[config.mk]
export PLATFORM = sky130hd
export DESIGN_NAME = serial_bus_master
export DESIGN_NICKNAME = d
export VERILOG_FILES = /design/src/rtl/serial_bus_pkg.sv /design/src/rtl/rr_arbiter.sv /design/src/rtl/serial_bus_master.sv
export SDC_FILE = /design/constraint.sdc
export NUM_CORES = 1
export LEC_CHECK = 0
export ABC_CLOCK_PERIOD_IN_PS = 11100
export CORE_MARGIN = 3
export CORE_UTILIZATION = 55
export CTS_BUF_LIST = sky130_fd_sc_hd__clkbuf_8 sky130_fd_sc_hd__clkbuf_16
export DETAILED_ROUTE_END_ITERATION = 6
export PLACE_DENSITY = 0.85
export SYNTH_ARGS = -nofsm -noshare
export SYNTH_HDL_FRONTEND = slang
export SYNTH_SLANG_ARGS = --single-unit
export TNS_END_PERCENT = 100
[constraint.sdc]
create_clock -name CLK -period 11.1 [get_ports CLK]
set_input_delay 2.22 -clock CLK [delete_from_list [all_inputs] [get_ports CLK]]
set_output_delay 2.22 -clock CLK [all_outputs]
set_load 0.005 [all_outputs]
[src/rtl/serial_bus_pkg.sv]
// Shared definitions for the serial bus master and its arbiter.
package serial_bus_pkg;

  localparam int unsigned FRAME_BITS = 8;

  typedef enum logic [2:0] {
    ST_IDLE,
    ST_ARB,
    ST_ADDR,
    ST_READ,
    ST_DONE
  } state_t;

  // Width of a requester index / round-robin pointer (at least one bit).
  function automatic int unsigned ptr_width(input int unsigned n);
    return (n > 1) ? $clog2(n) : 1;
  endfunction

endpackage

[src/rtl/rr_arbiter.sv]
// Combinational round-robin arbiter: first active request at or after ptr wins.
module rr_arbiter
  import serial_bus_pkg::*;
#(
  parameter int unsigned NREQ = 4
) (
  input  logic [NREQ-1:0]                 req,
  input  logic [ptr_width(NREQ)-1:0]      ptr,
  output logic [NREQ-1:0]                 gnt,
  output logic [ptr_width(NREQ)-1:0]      idx,
  output logic                            valid
);

  localparam int unsigned IDW = ptr_width(NREQ);

  int unsigned    cand;
  logic [IDW-1:0] cidx;

  // Scan requesters from the pointer position, wrapping modulo NREQ.
  always_comb begin
    gnt   = '0;
    idx   = '0;
    valid = 1'b0;
    cand  = 0;
    cidx  = '0;
    for (int unsigned i = 0; i < NREQ; i++) begin
      cand = 32'(ptr) + i;
      if (cand >= NREQ) cand = cand - NREQ;
      cidx = IDW'(cand);
      if (!valid && req[cidx]) begin
        valid     = 1'b1;
        gnt[cidx] = 1'b1;
        idx       = cidx;
      end
    end
  end

endmodule

[src/rtl/serial_bus_master.sv]
// Serial bus master: arbitrates requesters, shifts out an address, reads a byte back.
module serial_bus_master
  import serial_bus_pkg::*;
#(
  parameter int unsigned NREQ    = 4,
  parameter int unsigned CLK_DIV = 2
) (
  input  logic                            CLK,
  input  logic                            RST,
  input  logic [NREQ-1:0]                 REQ,
  input  logic [8*NREQ-1:0]               ADDR,
  output logic [NREQ-1:0]                 GNT,
  output logic                            BUSY,
  output logic                            SCLK,
  output logic                            SDO,
  input  logic                            SDI,
  output logic [7:0]                      RDATA,
  output logic                            RVALID,
  output logic [ptr_width(NREQ)-1:0]      RID
);

  localparam int unsigned IDW  = ptr_width(NREQ);
  localparam int unsigned DIVW = $clog2(2 * CLK_DIV);
  localparam logic [DIVW-1:0] DIV_LAST = DIVW'(2 * CLK_DIV - 1);
  localparam logic [DIVW-1:0] DIV_FALL = DIVW'(CLK_DIV);
  localparam logic [2:0]      BIT_LAST = 3'(FRAME_BITS - 1);

  state_t                state, state_n;
  logic [DIVW-1:0]       div, div_n;
  logic [2:0]            bitcnt, bitcnt_n;
  logic [FRAME_BITS-1:0] tx, tx_n, rx, rx_n;
  logic [IDW-1:0]        winner, winner_n, rr_ptr, rr_ptr_n;
  logic [7:0]            rdata_n;
  logic [IDW-1:0]        rid_n;
  logic                  sclk_n, sdo_n;
  logic [NREQ-1:0]       arb_gnt, win_gnt;
  logic [IDW-1:0]        arb_idx;
  logic                  arb_valid;

  rr_arbiter #(.NREQ(NREQ)) u_arb (
    .req   (REQ),
    .ptr   (rr_ptr),
    .gnt   (arb_gnt),
    .idx   (arb_idx),
    .valid (arb_valid)
  );

  assign win_gnt = {{(NREQ-1){1'b0}}, 1'b1} << winner;

  // Next-state, datapath next values and decoded status outputs.
  // SCLK/SDO are derived from the next state so the registered bus lines
  // line up with state/div/tx in the same cycle without decode glitches.
  always_comb begin
    state_n  = state;
    div_n    = div;
    bitcnt_n = bitcnt;
    tx_n     = tx;
    rx_n     = rx;
    winner_n = winner;
    rr_ptr_n = rr_ptr;
    rdata_n  = RDATA;
    rid_n    = RID;
    GNT      = '0;
    BUSY     = 1'b0;
    RVALID   = 1'b0;
    case (state)
      ST_IDLE: begin
        if (|REQ) state_n = ST_ARB;
      end
      ST_ARB: begin
        BUSY = 1'b1;
        GNT  = arb_gnt;
        if (arb_valid) begin
          winner_n = arb_idx;
          tx_n     = ADDR[{arb_idx, 3'b000} +: 8];
          rx_n     = '0;
          div_n    = '0;
          bitcnt_n = '0;
          state_n  = ST_ADDR;
        end else begin
          state_n = ST_IDLE;
        end
      end
      ST_ADDR: begin
        BUSY = 1'b1;
        GNT  = win_gnt;
        if (div == DIV_LAST) begin
          div_n    = '0;
          bitcnt_n = bitcnt + 3'd1;
          tx_n     = {1'b0, tx[FRAME_BITS-1:1]};
          if (bitcnt == BIT_LAST) state_n = ST_READ;
        end else begin
          div_n = div + 1'b1;
        end
      end
      ST_READ: begin
        BUSY = 1'b1;
        GNT  = win_gnt;
        if (div == DIV_FALL) rx_n[bitcnt] = SDI;
        if (div == DIV_LAST) begin
          div_n    = '0;
          bitcnt_n = bitcnt + 3'd1;
          if (bitcnt == BIT_LAST) begin
            state_n = ST_DONE;
            rdata_n = rx_n;
            rid_n   = winner;
          end
        end else begin
          div_n = div + 1'b1;
        end
      end
      ST_DONE: begin
        BUSY     = 1'b1;
        GNT      = win_gnt;
        RVALID   = 1'b1;
        rr_ptr_n = (32'(winner) == NREQ - 1) ? '0 : winner + 1'b1;
        state_n  = ST_IDLE;
      end
      default: state_n = ST_IDLE;
    endcase
    sclk_n = !(((state_n == ST_ADDR) || (state_n == ST_READ)) && (div_n >= DIV_FALL));
    sdo_n  = (state_n == ST_ADDR) && tx_n[0];
  end

  // State and datapath registers with synchronous reset.
  always_ff @(posedge CLK) begin
    if (RST) begin
      state  <= ST_IDLE;
      div    <= '0;
      bitcnt <= '0;
      tx     <= '0;
      rx     <= '0;
      winner <= '0;
      rr_ptr <= '0;
      RDATA  <= '0;
      RID    <= '0;
      SCLK   <= 1'b1;
      SDO    <= 1'b0;
    end else begin
      state  <= state_n;
      div    <= div_n;
      bitcnt <= bitcnt_n;
      tx     <= tx_n;
      rx     <= rx_n;
      winner <= winner_n;
      rr_ptr <= rr_ptr_n;
      RDATA  <= rdata_n;
      RID    <= rid_n;
      SCLK   <= sclk_n;
      SDO    <= sdo_n;
    end
  end

endmodule
==> summary.md <==
| Metric | Value |
|---|---|
| Area Overhead vs Synth | 18.4% |
| Top cell type's share of synthesized area | 24.3% |
| Clock latency at the later pin of the worst-skew pair | 0.30 ns |
| Fin area | 0.00391 mm² |
| Slew Viols, Final | 0 |
| TritonCTS Buffers | 5 |
| Clock network fraction of total power | 32.6% |
| # diodes | 0 |
| WP buf/inv | 2 |
| Hold crit path type | reg2reg |
| Clock skew | 0.00575 ns |
| Top post-synthesis cells by count | 45 x nor2_1, 40 x dfxtp_1, 31 x a21oi_1 |
| Vias per cell | 6.60 |
| Clk sinks | 40 |
| Filler instances | 450 |
| First-pass DRT Iterations | 5 |
| Postcts setup bufs | 0 |
| Core Area | 0.00564 mm² |
| Crit path capture type | primary output |
| Port buffer count | 56 |
| Initial DRC count | 319 |
| Global-route wire length before repair | 14500 µm |
| Largest net degree at the start of global routing | 50 |
| Slew margin rel. | 20.3% |
| Tmin final | 7.39 ns |
| Die footprint | 0.00696 mm² |
| Cell count after synthesis | 410 |
| Sw Share | 29.1% |
| Total Routed Length | 8830 µm |
| Row count | 27 |
| # DRC | 0 |
| HPWL Detailed | 6120 µm |
| Hold slack | 0.496 ns |
| Switch Pwr | 107 µW |
| Crit path max fanout | 22 |
| GPL Wtd Cong | 0.843 |
| Peak VDD IR | 0.0773 mV |
| Top-count cell post-synth | nor2_1 |
| # hold bufs at CTS | 0 |
| Die width | 83.5 µm |
| Io pins | 57 |
| EDFF count, synth | 0 |
| Initial core utilization | 58.5% |
| Cell taking the most area after synthesis | dfxtp_1 |
| Internal power | 260 µW |
| CP cell instances | clkdlybuf4s50_1, mux4_2, nor2b_4, a22oi_1, o211ai_1, a221oi_1, a21oi_1, clkdlybuf4s50_1 |
| Clock buffer depth | 2 |
| Sequential share of the synthesized area | 24.3% |
| GRT Residual Overflow | 0 |
| Setup TNS | 0 ns |
| Overall Global Routing Usage | 24.5% |
| Kind of critical path | in2out |
| DP Area | 0.00380 mm² |
| Part of the cycle the worst path needs | 66.6% |
| Initial antenna violation count | 0 |
| Leakage | 1.36 nW |
| Synth Flop Type | dfxtp_1 |
| CTS tree | yes |
| Pwr dens | 94.0 mW/mm² |
| Final setup fails | 0 |
| Critical path's most frequent cell | clkdlybuf4s50_1 |
| Final ANT Viol Nets | 0 |
| Top delay family on crit path | buffers and inverters |
| Storage element area | 801 µm² |
| Yosys cell types | 59 |
| Die Height | 83.5 µm |
| Htree depth | 2 |
| Crit-path slowest cell | mux4_2 |
| Avg Inst Size Synth | 8.05 µm² |
| Unrepaired setup endpoints after global routing | no |
| Cell Area, Synth | 0.00330 mm² |
| Async set-reset flop share out of synthesis | 0% |
| Clk slew on worst S/H paths | 0.08 ns |
| Max Clk Rate | 0.135 GHz |
| Crit path largest cell delay | 0.69 ns |
| Syn. warnings | 0 |
| Post_cts resized | 0 |
| Register bit count reported by yosys | 40 |
| Seq pwr share | 43.0% |
| CP required | 8.88 ns |
| Synth Net Count | 464 |
| Top cells by area, synth | dfxtp_1 24%, a221o_1 7.6%, ha_1 5.7% |
| Arr. time, crit path | 5.17 ns |
| Via count | 3373 |
| CP Launch Type | primary input |
| Root Driver | clkbuf_8 |
| Tightest Pin Transition | 1.19 ns |
| Avg WL per Cell | 17.3 µm |
| Max_cap viols | 0 |
| Status | complete, no violations |
| # nets final | 492 |
| Final Hold Vio Count | 0 |
| Number of global-route vias before repair | 3143 |
| Multi-input gate area | 0.00228 mm² |
| Comb power frac | 24.4% |
| Share of cells above drive strength 1 | 7.97% |
-- routing by layer --
metal  track usage, %  up-vias  part of all wire [%]
li1                 -     1605                     -
met1             30.8     1603                    42
met2             43.4      149                    49
met3             4.15       16                   7.2
met4             6.58        0                   1.5
met5                0        -                     0
-- worst min-delay path: cells and delay by family, from the launching register on --
kind	cells	cell delay [ns]
flops	1	0.33
simple gates	1	0.07
compound gates	1	0.06
-- logic make-up (layout without fill, tap and decap cells) --
kind of cell	after synthesis	after routing	synth area share (%)
AND/OR/NAND/NOR	151	151	23.7
AO/OA/AOI/OAI	119	119	27.0
buffers and inverters	51	80	6.71
flip-flops	40	40	24.3
multiplexers	32	32	12.1
adder cells (fa/ha/maj)	15	15	5.69
XOR/XNOR	2	2	0.531
-- final cells by class --
class | count | share of cell area (%)
Clock inverter | 3 | 0.993
Inverter | 13 | 1.25
Timing Repair Buffer | 59 | 14.9
Clock buffer | 5 | 1.76
Tap cell | 72 | 2.31
Sequential cell | 40 | 20.5
Multi-Input combinational cell | 319 | 58.3
-- sequential cells by signal, summed over array words and instances (netlist names) --
register	flops
rx	8
SCLK	1
div	2
bitcnt	3
RID	2
rr_ptr	2
winner	2
SDO	1
RDATA	8
tx	8
state	3
-- power by group through the flow --
stage	Combinational (mW)	Clock [mW]	Sequential, mW
global placement	0.0854	0	0.160
CTS	0.0884	0.120	0.158
global route	0.0967	0.127	0.159
detailed placement	0.0879	0	0.161
finish	0.0896	0.120	0.158
floorplan	0.0580	0	0.156
-- final timing paths --
check                           slack (ns)  depth (start not counted)                  to                    from
worst min register to register        0.50                          2  rx[5]$_SDFFE_PP0P_      rx[5]$_SDFFE_PP0P_
worst max register to register        6.76                          9  tx[2]$_SDFFE_PP0P_  rr_ptr[0]$_SDFFE_PP0P_
worst min-delay path                  0.50                          2  rx[5]$_SDFFE_PP0P_      rx[5]$_SDFFE_PP0P_
worst max-delay path                  3.71                          8              GNT[0]                  REQ[3]
-- layout by cell type, fill, tap and decap left out, drive strengths merged, types with 4 or more instances in the layout --
cell type / n
nand4: 6
nand2: 19
o21ai: 11
nor3: 12
a22oi: 7
a221o: 25
inv: 14
clkbuf: 5
mux4: 5
clkdlybuf4s50: 56
nor3b: 7
a211oi: 8
nand2b: 11
nor2: 45
a31oi: 5
and2: 4
a21oi: 31
nand3: 24
o211ai: 6
ha: 15
mux2: 12
mux2i: 15
dfxtp: 40
nor2b: 8
a221oi: 6
-- metrics by stage --
stage                     setup slack [ns]  util (%)  instances  power [mW]
after floorplan                       5.11         -        410       0.214
after global placement                3.86      67.4        503       0.246
after detailed placement              3.76      67.4        503       0.249
after CTS                             3.76      69.3        511       0.366
after global routing                  3.56      69.3        511       0.383
final                                 3.71      69.3        511       0.367
Power figures use the tool's default switching activity.
